==> config.mk <==
export PLATFORM = sky130hd
export DESIGN_NAME = fb_arbiter
export DESIGN_NICKNAME = d
export VERILOG_FILES = /design/src/rtl/fb_arbiter.sv
export SDC_FILE = /design/constraint.sdc
export NUM_CORES = 1
export LEC_CHECK = 0
export CAP_MARGIN = 20
export CORE_UTILIZATION = 50
export CTS_BUF_LIST = sky130_fd_sc_hd__clkbuf_16
export DETAILED_ROUTE_END_ITERATION = 16
export PLACE_DENSITY_LB_ADDON = 0.15
export SLEW_MARGIN = 40
export SYNTH_ARGS = -nofsm -noshare
export SYNTH_HDL_FRONTEND = slang
export SYNTH_SLANG_ARGS = --single-unit
export TNS_END_PERCENT = 30
==> constraint.sdc <==
create_clock -name clk25MHz -period 9.4 [get_ports clk25MHz]
set_input_delay 2.82 -clock clk25MHz [delete_from_list [all_inputs] [get_ports clk25MHz]]
set_output_delay 2.82 -clock clk25MHz [all_outputs]
set_load 0.02 [all_outputs]
==> src/rtl/fb_arbiter.sv <==
// fb_arbiter
//   Shares one single-port frame-buffer RAM between three users:
//     * the display scan-out, which owns the RAM in every visible in-range
//       cycle and is never stalled,
//     * a frame-clear engine that sweeps the whole buffer with one colour,
//     * a small write FIFO fed by a pixel writer.
//   Any cycle that is not a display slot is a free slot. The clear engine
//   gets it first, then the FIFO head. Otherwise the RAM is left idle.
//
// Ports
//   clk25MHz              sole clock, rising edge
//   rst                   asynchronous, active-high reset
//   pos_x, pos_y, active  scan position and visible flag from the timing generator
//   wr_valid / wr_ready   pixel write handshake
//   wr_x, wr_y, wr_color  pixel write payload
//   clr_req, clr_color    single-cycle clear request and its fill colour
//   clr_busy              clear sweep in progress
//   wr_drop               one-cycle pulse when an out-of-range write is discarded
//   mem_addr, mem_we,     registered RAM port
//   mem_wdata, mem_rdata
//   o_red, o_green, o_blue  registered pixel colour, two cycles behind the position
module fb_arbiter #(
  parameter int FB_W       = 160,
  parameter int FB_H       = 120,
  parameter int FIFO_DEPTH = 4
) (
  input  logic        clk25MHz,
  input  logic        rst,
  input  logic [8:0]  pos_x,
  input  logic [8:0]  pos_y,
  input  logic        active,
  input  logic        wr_valid,
  output logic        wr_ready,
  input  logic [8:0]  wr_x,
  input  logic [8:0]  wr_y,
  input  logic [2:0]  wr_color,
  input  logic        clr_req,
  input  logic [2:0]  clr_color,
  output logic        clr_busy,
  output logic        wr_drop,
  output logic [14:0] mem_addr,
  output logic        mem_we,
  output logic [2:0]  mem_wdata,
  input  logic [2:0]  mem_rdata,
  output logic        o_red,
  output logic        o_green,
  output logic        o_blue
);

  localparam int PTR_W = $clog2(FIFO_DEPTH);
  localparam int CNT_W = PTR_W + 1;

  localparam logic [CNT_W-1:0] DEPTH_C  = CNT_W'(FIFO_DEPTH);
  localparam logic [8:0]       W_LIM    = 9'(FB_W);
  localparam logic [8:0]       H_LIM    = 9'(FB_H);
  localparam logic [14:0]      CLR_LAST = 15'(FB_W * FB_H - 1);

  localparam logic [0:0] ST_IDLE  = 1'b0;
  localparam logic [0:0] ST_CLEAR = 1'b1;

  // Linear pixel address, no wrap: y*FB_W + x truncated to the RAM width.
  function automatic logic [14:0] pix_addr(input logic [8:0] x, input logic [8:0] y);
    return 15'(32'(y) * 32'(FB_W) + 32'(x));
  endfunction

  logic [0:0]       state;
  logic [14:0]      sweep;
  logic [2:0]       clr_col;

  logic [20:0]      fifo_mem [FIFO_DEPTH];
  logic [PTR_W-1:0] rd_ptr;
  logic [PTR_W-1:0] wr_ptr;
  logic [CNT_W-1:0] count;
  logic             rdy_en;

  logic             disp_d1;
  logic             disp_d2;

  logic             disp_slot;
  logic             clr_slot;
  logic             full;
  logic             empty;
  logic             push;
  logic             pop;
  logic [8:0]       head_x;
  logic [8:0]       head_y;
  logic [2:0]       head_c;
  logic             head_ok;

  // Write handshake: a write is transferred on every rising edge where
  // wr_valid and wr_ready are both 1. wr_valid may be raised without waiting
  // for wr_ready, and the payload must stay stable until the transfer edge.
  // wr_ready depends only on registered state, never on wr_valid.
  assign full     = (count == DEPTH_C);
  assign empty    = (count == '0);
  assign wr_ready = rdy_en & ~full;
  assign push     = wr_valid & wr_ready;

  assign disp_slot = active && (pos_x < W_LIM) && (pos_y < H_LIM);
  assign clr_slot  = !disp_slot && (state == ST_CLEAR);
  // No pop on the clr_req edge either, so writes queued before a clear
  // land after it and are not overwritten by the sweep.
  assign pop       = !disp_slot && (state == ST_IDLE) && !clr_req && !empty;

  assign {head_x, head_y, head_c} = fifo_mem[rd_ptr];
  assign head_ok  = (head_x < W_LIM) && (head_y < H_LIM);
  assign clr_busy = (state == ST_CLEAR);

  // FIFO storage carries no reset; the pointers define what is valid.
  always_ff @(posedge clk25MHz) begin
    if (push) begin
      fifo_mem[wr_ptr] <= {wr_x, wr_y, wr_color};
    end
  end

  always_ff @(posedge clk25MHz or posedge rst) begin
    if (rst) begin
      state     <= ST_IDLE;
      sweep     <= '0;
      clr_col   <= '0;
      rd_ptr    <= '0;
      wr_ptr    <= '0;
      count     <= '0;
      rdy_en    <= 1'b0;
      wr_drop   <= 1'b0;
      mem_addr  <= '0;
      mem_we    <= 1'b0;
      mem_wdata <= '0;
      disp_d1   <= 1'b0;
      disp_d2   <= 1'b0;
      o_red     <= 1'b0;
      o_green   <= 1'b0;
      o_blue    <= 1'b0;
    end else begin
      rdy_en <= 1'b1;

      // Display pipeline: address registered at edge k, RAM data valid after
      // edge k+1, colour registered at edge k+2 gated by the delayed slot flag.
      disp_d1 <= disp_slot;
      disp_d2 <= disp_d1;
      o_red   <= disp_d2 & mem_rdata[2];
      o_green <= disp_d2 & mem_rdata[1];
      o_blue  <= disp_d2 & mem_rdata[0];

      // RAM port ownership for this slot.
      mem_we  <= 1'b0;
      wr_drop <= 1'b0;
      if (disp_slot) begin
        mem_addr <= pix_addr(pos_x, pos_y);
      end else if (clr_slot) begin
        mem_addr  <= sweep;
        mem_we    <= 1'b1;
        mem_wdata <= clr_col;
      end else if (pop) begin
        if (head_ok) begin
          mem_addr  <= pix_addr(head_x, head_y);
          mem_we    <= 1'b1;
          mem_wdata <= head_c;
        end else begin
          wr_drop <= 1'b1;
        end
      end

      // Clear FSM; a clr_req seen while already clearing is ignored.
      case (state)
        ST_IDLE: begin
          if (clr_req) begin
            state   <= ST_CLEAR;
            clr_col <= clr_color;
            sweep   <= '0;
          end
        end
        ST_CLEAR: begin
          if (clr_slot) begin
            if (sweep == CLR_LAST) begin
              state <= ST_IDLE;
            end else begin
              sweep <= sweep + 15'd1;
            end
          end
        end
        default: state <= ST_IDLE;
      endcase

      // FIFO pointers and occupancy.
      if (push) begin
        wr_ptr <= wr_ptr + PTR_W'(1);
      end
      if (pop) begin
        rd_ptr <= rd_ptr + PTR_W'(1);
      end
      if (push && !pop) begin
        count <= count + CNT_W'(1);
      end else if (!push && pop) begin
        count <= count - CNT_W'(1);
      end
    end
  end

endmodule

* After elaboration in Yosys (flattened, before gate mapping)
Memory sizes are Yosys's and may differ from the RTL's.
Index checks and enable logic that the tools add are counted.
** Word-level totals
- Flip-flop bits (word level) :: 52
- RAM bits :: 84
- Bits of input ports :: 50
- Output and inout port bits :: 25
- Word-level logic and storage cells :: 94
- Memories kept :: 1
** Cells by class
- Add/subtract/negate cells :: 7
- $mul :: 2
- Order comparisons :: 4
- Equality and inequality tests :: 5
- Multiplexer cells :: 27
- Bitwise logic cells :: 8
- Reduce and logical (&&, ||, !) cells :: 24
** Memory list
- fifo_mem :: words 4, width 21, rd ports 1, clocked after Yosys merged registers in 0, write ports 1, RTL line 70 : logic [20:0] fifo_mem [FIFO_DEPTH];
** Operator list (number)
- 15-bit 2-to-1 mux :: 7
- 15-bit by 9-bit adder with 15-bit output :: 2
- 15-bit case mux with 2 select lines :: 1
- 9-bit by 3-bit multiplier with 10-bit output (second input constant) :: 2
- 9-bit by 7-bit < comparator with 1-bit output (second input constant) :: 2
- 9-bit by 8-bit < comparator with 1-bit output (second input constant) :: 2
- 15-bit by 1-bit adder with 15-bit output (second input constant) :: 1
- 15-bit equality test (second input constant) :: 1
- 3-bit 2-to-1 mux :: 5
- 1-bit 2-to-1 mux :: 13
- 1-bit logical AND :: 9
- 3-bit AND reduction :: 2
- 2-bit nonzero test :: 3
- 3-bit nonzero test :: 2
- 1-bit AND :: 5
- 1-bit zero test :: 5
- 2-bit by 1-bit adder with 2-bit output (second input constant) :: 2
- 2-bit != test (second input constant) :: 2
- 2-bit AND reduction :: 2
- 3-bit by 1-bit adder with 3-bit output (second input constant) :: 1
- 3-bit equality test (second input constant) :: 1
- 3-bit zero test :: 1
- 1-bit NOT :: 3
- 3-bit by 1-bit subtractor with 3-bit output (second input constant) :: 1
- other kinds (2) :: 2

* Longest topological paths before layout
Gate-level depths: netlist (run 1).
- Depth in word-level cells :: 10
- Mapped depth :: 15
- Mapped depth without buffers :: 12

* Least setup slack after synthesis (run 1)
Ideal clock, no wire load.
- Path type :: input port to flip-flop
- Start :: input pos_y[1]
- End :: register mem_addr[14]
- Setup time :: 0.082 ns
- Arrival time :: 4.719 ns
- Required time :: 9.318 ns
- Slack :: 4.599 ns
- Stages on the path :: 11
- Buffers on the path :: 0
- Cell sequence :: ha_1 > ha_1 > inv_1 > fa_1 > nor2b_1 > o31a_1 > or4_1 > nand3_1 > xor2_1 > nand2_1 > a31oi_1
** On the way
- Cells in the longest elaborated chain, start to end :: 8
- Elaborated cells between the ends (all ways) :: 14
- Classes of those cells :: 1 x add/sub; 1 x mul; 1 x order compare; 2 x mux; 9 x reduce/logical
** Ends and longest elaborated chain
- start: declaration :: RTL line 30 : input logic [8:0] pos_y,
- parallel branches: the longest is 8 deep, another holds 15-bit by 9-bit adder with 15-bit output
- end signal: assignment :: RTL line 149 : mem_addr <= pix_addr(pos_x, pos_y);
- end signal: assignment :: RTL line 151 : mem_addr <= sweep;
- end signal: assignment :: RTL line 156 : mem_addr <= pix_addr(head_x, head_y);
- end: declaration :: RTL line 41 : output logic [14:0] mem_addr,
Parallel ways; which one is timed is not known.
A chain may end at the register's enable or synchronous reset.

* Final worst setup path (run 1)
- Start :: input pos_x[8]
- End :: register count[2]
** On the way
- Cells in the longest elaborated chain, start to end :: 10
- Elaborated cells between the ends (all ways) :: 12
- Classes of those cells :: 1 x order compare; 1 x mux; 10 x reduce/logical
** Ends and longest elaborated chain
- start: declaration :: RTL line 29 : input logic [8:0] pos_x,
- 9-bit by 8-bit < comparator with 1-bit output * :: RTL line 99 : assign disp_slot = active && (pos_x < W_LIM) && (pos_y < H_LIM);
- 1-bit logical AND * (2 in a row) :: RTL line 99
- 1-bit zero test * :: RTL line 103 : assign pop = !disp_slot && (state == ST_IDLE) && !clr_req && !empty;
- 1-bit logical AND * (3 in a row) :: RTL line 103
- 1-bit zero test :: RTL line 192 : if (push && !pop) begin
- 1-bit logical AND :: RTL line 192
- 3-bit 2-to-1 mux / 2-bit nonzero test (equally long branches)
- end signal: assignment :: RTL line 193 : count <= count + CNT_W'(1);
- end signal: assignment :: RTL line 195 : count <= count - CNT_W'(1);
- end: declaration :: RTL line 73 : logic [CNT_W-1:0] count;
Every way passes the cells marked *; elsewhere a longest branch is shown, timed or not.

==> flow_metrics.tcl, run 1 <==
set metrics [dict create \
    worst_setup_path_end_kind "register" \
    rsz0062_at_grt "no" \
    cts_buffers 17 \
    post_drt_wl_per_cell_um 16.9 \
    clk_pin_slew_ns 0.05 \
    cts_sinks 136 \
    synth-edff-count 84 \
    drc_errors 0 \
    syn_area_um2 6900 \
    yosysWarningCount 0 \
    start_util_pct 51.7 \
    cts-root-buf "clkbuf_16" \
    grt-ovfl-total 0 \
    layout_common_cells "edfxtp_1, clkdlybuf4s50_1, dfrtp_1" \
    num_antenna_cells 0 \
    setup_tns_ns 0 \
    yosysSeqAreaShare_pct 55.4 \
    cts_tree "built" \
    relSlewSlack_pct 48.3 \
    crit_required_ns 9.74 \
    drv_cap 0 \
    swShare_pct 29.2 \
    post-place-ws_ns 3.59 \
    core_um2 13300 \
    cp-start-kind "input port" \
    seqPwrFrac_pct 41.0 \
    drt_iter0_markers 306 \
    p_per_area_nw_per_um2 229 \
    nets 702 \
    leakagePower_nw 3.22 \
    cts_resized 0 \
    drive_gt1_share_pct 10.8 \
    p_switching_mw 0.559 \
    internal_power_mw 1.36 \
    syn-num-nets 622 \
    cts.htree.levels 4 \
    die_h_um 119 \
    grt_pass1_vias 4500 \
    fin_ws_ns 4.03 \
    drtPass1Iterations 4 \
    synthArstFlopShare_pct 38.2 \
    postCtsHoldBufs 0 \
    hold_class "register to register" \
    whs_ns 0.353 \
    clockBufferDepth 2 \
    rows 42 \
    rrSetupSlack_ns 5.46 \
    avgSynthCellArea_um2 13.1 \
    track_usage_pct 20.6 \
    fin_crit_sh_pct 57.1 \
    vdd_drop_max_uv 152 \
    clock_latency_ns 0.41 \
    grt_pass1_wl_um 22300 \
    pwr-share-clk_pct 34.1 \
    post-route-min-period_ns 5.37 \
    ant_nets 0 \
    final_common_cell "edfxtp_1" \
    detailroute.via_count 4395 \
    place_congestion 0.868 \
    cts_setup_buffers 0 \
    grt_max_degree 53 \
    p_comb_share_pct 24.9 \
    finalHoldViolCount 0 \
    syn_inst 527 \
    worstMarginPinSlew_ns 0.775 \
    ios 75 \
    fin_cells 796 \
    finalMaxSlewViolations 0 \
    place_inst 764 \
    crit_fanout 13 \
    finClkSkew_ns 0.00900 \
    synth_flop_cell "edfxtp_1" \
    ys_seq_elements 136 \
    die_area_um2 14300 \
    crit_type "input port to register" \
    max_freq_mhz 186 \
    areaGrowthSynthToFinish_pct 21.4 \
    status "finished clean" \
    fp.dieW_um 119 \
    setup_viol 0 \
    port_buffers 74 \
    avgViaCountPerCell 5.52 \
    drt-total-wl_um 13500 \
    antenna_found_initial 0 \
    cp.arrival_ns 5.71 \
    dpl.hpwl_um 9500 \
    ys_types 62 \
]
==> path summary, 6_finish.rpt <==
kind,from,endpoint,cells after the start
min reg2reg,disp_d1,disp_d2,0
max,pos_x[8],count[2],10
min in group asynchronous,rst,clr_col[1],2
max in group asynchronous,rst,rd_ptr[1],2
max reg2reg,rd_ptr[0],mem_addr[12],13
min,disp_d1,disp_d2,0
==> critical path, cell delays in order <==
cell and delay (ns):
clkdlybuf4s50_1 0.44, nor4b_1 0.45, nand3_1 0.54, o311ai_4 0.34
ha_1 0.27, inv_1 0.06, fa_1 0.37, xor2_1 0.15
nor2_1 0.11, xor2_1 0.15
==> power groups by stage <==
stage / sequential (mW) / clock (mW) / combinational (mW)
3_5_place_dp: 0.798 / 0 / 0.479
6_report: 0.786 / 0.653 / 0.477
5_1_grt: 0.797 / 0.692 / 0.534
3_3_place_gp: 0.793 / 0 / 0.464
4_1_cts: 0.787 / 0.666 / 0.482
2_1_floorplan: 0.803 / 0 / 0.312
==> metal layers <==
layer  wire [um]  part of all wire [%]  global-route usage [%]
met5           0                     0                       0
met1        6130                    45                    27.0
met3         702                   5.2                    4.65
met2        6330                    47                    33.0
met4         320                   2.4                    8.91
==> state kept, by name (all words and copies together) (netlist names) <==
name,cells
clr_busy,1
rd_ptr,2
wr_ptr,2
rdy_en,1
o_red,1
disp_d1,1
mem_addr,15
mem_we,1
fifo_mem,84
sweep,15
disp_d2,1
wr_drop,1
mem_wdata,3
o_green,1
count,3
o_blue,1
clr_col,3
==> cells by family after synthesis <==
kind of cell / share of synthesized area [%]
AO/OA/AOI/OAI: 8.27
XOR/XNOR: 4.70
adder cells (fa/ha/maj): 8.71
buffers and inverters: 3.01
flip-flops: 55.4
multiplexers: 9.54
other: 0.0544
AND/OR/NAND/NOR: 10.3
==> through the flow <==
step	total power [mW]	cell area [um^2]	utilization, %
2_1_floorplan	1.11	6900	-
3_3_place_gp	1.26	7770	58.2
3_5_place_dp	1.28	7790	58.4
4_1_cts	1.94	8370	62.7
5_1_grt	2.02	8370	62.7
6_report	1.92	8370	62.7
==> cell usage after synthesis (10+ instances only) <==
library cell / n / area [um^2]
xnor2_1: 16 / 140
mux2i_1: 11 / 110
and3_1: 10 / 62.6
o21ai_0: 18 / 90.1
ha_1: 40 / 500
edfxtp_1: 84 / 2520
nor2_1: 42 / 158
inv_1: 25 / 93.8
nand2_1: 27 / 101
mux4_2: 16 / 360
xor2_1: 21 / 184
a21oi_1: 27 / 135
nand3_1: 14 / 70.1
dfrtp_1: 52 / 1300
==> area by class of cell <==
cell class / instances / area, um^2
well taps: 176 / 220
flip-flops and latches: 136 / 3820
clock buffers: 17 / 425
repair buffers: 77 / 763
fillers: 1071 / 4970
clock inverters: 15 / 160
inverters: 27 / 104
multi-input cells: 348 / 2880
Power figures use the tool's default switching activity.
==> run 2: changes to the inputs <==
Clock period 9.4 ns to 4.6 ns, I/O delays scaled along.
==> run 2 against run 1 <==
Effect of this change: global-route usage up 0.19 points; register-to-register slack got worse by 4.8 ns; clock power rose by 100%; count of clock-buffer cells in the layout unchanged; via count stayed put; clock skew decreased by 0.00071 ns; sequential cell count unchanged; first-iteration DRC count down 7.5%; sequential share of layout area down 0.23 points; utilization grew 0.30 points; non-clock buffer count rose by 7; worst setup slack got worse by 3.4 ns.
==> flow_metrics.tcl, run 2 (synthesis results as in run 1) <==
set metrics [dict create \
    drive_gt1_share_pct 11.5 \
    post-route-min-period_ns 3.96 \
    finalMaxSlewViolations 0 \
    crit_required_ns 4.95 \
    worst_setup_path_end_kind "register" \
    max_freq_mhz 252 \
    grt_pass1_vias 4480 \
    relSlewSlack_pct 47.1 \
    cts_resized 0 \
    worstSetupStartpoint "rd_ptr[0]" \
    r2r_cells 12 \
    reg.largest.list "fifo_mem (84), mem_addr (15), sweep (15)" \
    place_inst 771 \
    finClkSkew_ns 0.00828 \
    internal_power_mw 2.73 \
    core_um2 13300 \
    post-place-ws_ns 0.518 \
    r2r_start "rd_ptr[0]" \
    clock_latency_ns 0.42 \
    place_congestion 0.860 \
    final_common_cell "edfxtp_1" \
    ant_nets 0 \
    p_switching_mw 1.17 \
    num_antenna_cells 0 \
    crit_fanout 10 \
    nets 709 \
    fin_util_pct 63.0 \
    place_area_um2 7840 \
    cts_tree "built" \
    drt_iter0_markers 283 \
    pwr-share-clk_pct 33.6 \
    clk_pin_slew_ns 0.06 \
    ios 75 \
    crit_end "mem_addr[12]" \
    swShare_pct 30.0 \
    start_util_pct 51.7 \
    die_h_um 119 \
    min-delay-start "disp_d1" \
    setup_viol 0 \
    stdcell_area_um2 8410 \
    r2r_end "mem_addr[12]" \
    areaGrowthSynthToFinish_pct 22.0 \
    dpl.hpwl_um 9690 \
    fin_cells 803 \
    drt-total-wl_um 13700 \
    p_comb_share_pct 25.1 \
    hold_class "register to register" \
    fp.dieW_um 119 \
    clockBufferDepth 2 \
    worstMarginPinSlew_ns 0.794 \
    vdd_drop_max_uv 355 \
    largest_reg_flops 84 \
    avgViaCountPerCell 5.47 \
    drv_cap 0 \
    grt_max_degree 53 \
    seqPwrFrac_pct 41.3 \
    p_per_area_nw_per_um2 464 \
    fin_crit_sh_pct 86.1 \
    setup_tns_ns 0 \
    crit_type "register to register" \
    cp-start-kind "register" \
    antenna_found_initial 0 \
    cts_setup_buffers 0 \
    cts_buffers 17 \
    cp.arrival_ns 4.32 \
    whs_ns 0.352 \
    fin_ws_ns 0.638 \
    postCtsHoldBufs 0 \
    cts_sinks 136 \
    grt-ovfl-total 0 \
    rsz0062_at_grt "no" \
    cts-root-buf "clkbuf_16" \
    drtPass1Iterations 4 \
    finalHoldViolCount 0 \
    die_area_um2 14300 \
    cts.htree.levels 4 \
    status "finished clean" \
    p_total_mw 3.90 \
    drc_errors 0 \
    detailroute.via_count 4395 \
    grt_pass1_wl_um 22400 \
    layout_common_cells "edfxtp_1, clkdlybuf4s50_1, dfrtp_1" \
    fill_cells 1043 \
    track_usage_pct 20.8 \
    rrSetupSlack_ns 0.64 \
    rows 42 \
    port_buffers 74 \
    post_drt_wl_per_cell_um 17.1 \
    leakagePower_nw 3.25 \
    top_register "fifo_mem" \
]
[run 2: changes by cell type in the layout (fill, tap and decap cells not counted), sizes merged]
cell      change
bufinv        -1
inv           -1
buf           +7
clkinvlp      -1
clkinv        +3
[run 2: power groups by stage]
stage	sequential, mW	clock [mW]	combinational [mW]
global placement	1.62	0	0.959
floorplan	1.64	0	0.637
detailed placement	1.64	0	0.978
finish	1.61	1.31	0.978
global route	1.63	1.39	1.09
CTS	1.61	1.34	0.988
[run 2: final cells by class]
cell class / count / area (um^2) / share of cell area [%]
clock inverters: 15 / 153 / 1.81
flip-flops and latches: 136 / 3820 / 45.4
inverters: 27 / 104 / 1.23
clock buffers: 17 / 425 / 5.06
well taps: 176 / 220 / 2.62
multi-input cells: 348 / 2870 / 34.1
repair buffers: 84 / 816 / 9.70
[run 2: worst min path at each step]
stage	endpoint	depth (start not counted)
after floorplan	disp_d2	0
after global placement	disp_d2	0
after detailed placement	disp_d2	0
after CTS	disp_d2	0
after global routing	disp_d2	0
final	disp_d2	0
[run 2: worst max-delay path, cell delays in order (launching register included)]
cell and delay, ns:
dfrtp_1 0.71, mux4_2 0.62, ha_1 0.30, ha_1 0.19
inv_1 0.06, fa_1 0.39, xor2_1 0.18, or2_2 0.31
nor4_1 0.43, xnor2_1 0.16, o211a_1 0.24, a211oi_2 0.21
a21o_1 0.10
[run 2: routing by layer]
| metal | GRT usage [%] | vias up | part of all wire, % |
|---|---|---|---|
| met5 | 0 | - | 0 |
| met4 | 8.13 | 0 | 1.6 |
| met3 | 5.27 | 14 | 4.1 |
| met2 | 33.5 | 102 | 48 |
| met1 | 27.0 | 2148 | 46 |
| li1 | - | 2131 | - |
==> run 3: changes to the inputs <==
Settings changed: CAP_MARGIN 20 to 10, CORE_ASPECT_RATIO set to 1.4, CTS_BUF_LIST sky130_fd_sc_hd__clkbuf_16 to sky130_fd_sc_hd__clkbuf_4.
==> run 3 against run 2 <==
Effect of this change: first-iteration DRC count down 49%; sequential share of layout area up 1.3 points; worst hold slack better by 0.018 ns; sequential cell count unchanged; wire length down 2.5%; total power down 13%; largest power group unchanged; utilization down 1.9 points; highest routed layer unchanged; register-to-register slack better by 0.14 ns.
==> flow_metrics.tcl, run 3 (synthesis results as in run 1) <==
set metrics [dict create \
    r2r_start "rd_ptr[0]" \
    finalHoldViolCount 0 \
    place_congestion 0.828 \
    reg.largest.list "fifo_mem (84), mem_addr (15), sweep (15)" \
    track_usage_pct 20.5 \
    post-route-min-period_ns 3.82 \
    cts_buffers 17 \
    rows 50 \
    final_common_cell "edfxtp_1" \
    top_register "fifo_mem" \
    layout_common_cells "edfxtp_1, clkdlybuf4s50_1, dfrtp_1" \
    largest_reg_flops 84 \
    leakagePower_nw 3.15 \
    worst_setup_path_end_kind "register" \
    path_cells "mux4_2 > ha_1 > ha_1 > inv_1 > fa_1 > xor2_1 > or2_2 > nor4_1 > xnor2_1 > o211a_1 > a211oi_2 > a21o_1" \
    clock_latency_ns 0.52 \
    cts_setup_buffers 0 \
    finalMaxSlewViolations 0 \
    finClkSkew_ns 0.0190 \
    avgViaCountPerCell 5.33 \
    postCtsHoldBufs 0 \
    setup_tns_ns 0 \
    grt_max_degree 53 \
    cp_slowest_cell "dfrtp_1" \
    crit_type "register to register" \
    cts.htree.levels 4 \
    setup_viol 0 \
    grt_pass1_vias 4423 \
    detailroute.via_count 4346 \
    drive_gt1_share_pct 12.5 \
    cts_tree "built" \
    drt-total-wl_um 13400 \
    port_buffers 74 \
    clk_pin_slew_ns 0.14 \
    ios 75 \
    post_drt_wl_per_cell_um 16.4 \
    post-place-ws_ns 0.614 \
    relSlewSlack_pct 56.7 \
    hold_class "register to register" \
    crit_path_frequent_cell "ha_1" \
    cts-root-buf "clkbuf_4" \
    min-delay-start "disp_d1" \
    core_um2 13400 \
    die_area_um2 14300 \
    r2r_cells 12 \
    grt_pass1_wl_um 22000 \
    fin_crit_sh_pct 83.1 \
    rsz0062_at_grt "no" \
    clockBufferDepth 2 \
    crit_end "mem_addr[12]" \
    multi_input_area_um2 2870 \
    antenna_found_initial 1 \
    drc_errors 0 \
    cts_resized 0 \
    crit_required_ns 5.06 \
    fin_ws_ns 0.776 \
    worstSetupStartpoint "rd_ptr[0]" \
    ant_nets 0 \
    cp_slowest_stage_delay_ns 0.71 \
    worstMarginPinSlew_ns 0.649 \
    die_h_um 141 \
    drv_cap 0 \
    drt_iter0_markers 143 \
    drtPass1Iterations 4 \
    regArea_um2 3820 \
    fill_cells 1105 \
    grt-ovfl-total 0 \
    crit_fanout 11 \
    dpl.hpwl_um 9970 \
    rrSetupSlack_ns 0.78 \
    start_util_pct 51.5 \
    areaGrowthSynthToFinish_pct 18.7 \
    cts_sinks 136 \
    vdd_drop_max_uv 241 \
    p_per_area_nw_per_um2 416 \
    cp-start-kind "register" \
    r2r_end "mem_addr[12]" \
    nets 714 \
    status "finished clean" \
    max_freq_mhz 262 \
    fp.dieW_um 101 \
    cp.arrival_ns 4.28 \
]
run 3: changes by cell type in the layout (fill, tap and decap cells not counted), moves of 2 or more:
cell        delta
clkbuf_4      +17
clkinv_1       -2
inv_6          +3
inv_8          +4
clkinv_4       -4
clkinv_2       -3
clkbuf_16     -17
clkinvlp_4     +2
buf_4          +5
run 3: report_power, final:
group / switching, mW / leakage (nW) / internal (mW)
Combinational: 0.520 / 1.57 / 0.454
Clock: 0.485 / 0.155 / 0.346
Sequential: 0.122 / 1.42 / 1.48
run 3: final cells by class:
class                      count  share of cell area [%]
antenna                        1                  0.0306
timing repair buffer          89                    10.4
clock inverter                15                    2.22
tap                          182                    2.78
multi-input combinational    348                    35.0
clock buffer                  17                    1.56
inverter                      27                    1.27
sequential                   136                    46.7
run 3: worst max-delay path, delay by kind of cell, from the launching register on:
family                   cells  cell delay, ns
flip-flops                   1            0.71
XOR/XNOR                     2            0.29
buffers and inverters        1            0.06
AND/OR/NAND/NOR              2            0.69
AO/OA/AOI/OAI                3            0.52
multiplexers                 1            0.61
adder cells (fa/ha/maj)      3            0.87
run 3: worst min path at each step:
stage / slack [ns] / depth (start not counted) / endpoint
4_1_cts: 0.38 / 0 / disp_d2
3_3_place_gp: 0.34 / 0 / disp_d2
6_report: 0.37 / 0 / disp_d2
2_1_floorplan: 0.33 / 0 / disp_d2
5_1_grt: 0.38 / 0 / disp_d2
3_5_place_dp: 0.35 / 0 / disp_d2
run 3: layer usage:
metal  up-vias  part of all wire (%)  GRT usage [%]
li1       2143                     -              -
met1      2110                    42           25.1
met2        80                    54           36.3
met3        13                   2.9           3.82
met4         0                   1.1           6.33
met5         -                     0              0
run 3: through the flow:
step / util (%) / std cells / hold slack, ns / area (um^2) / power [mW]
finish: 61.1 / 815 / 0.370 / 8190 / 3.41
global route: 61.1 / 815 / 0.384 / 8190 / 3.62
CTS: 61.1 / 814 / 0.377 / 8180 / 3.44
detailed placement: 58.8 / 782 / 0.346 / 7880 / 2.61
global placement: 58.8 / 782 / 0.336 / 7870 / 2.57
floorplan: - / 527 / 0.331 / 6900 / 2.28
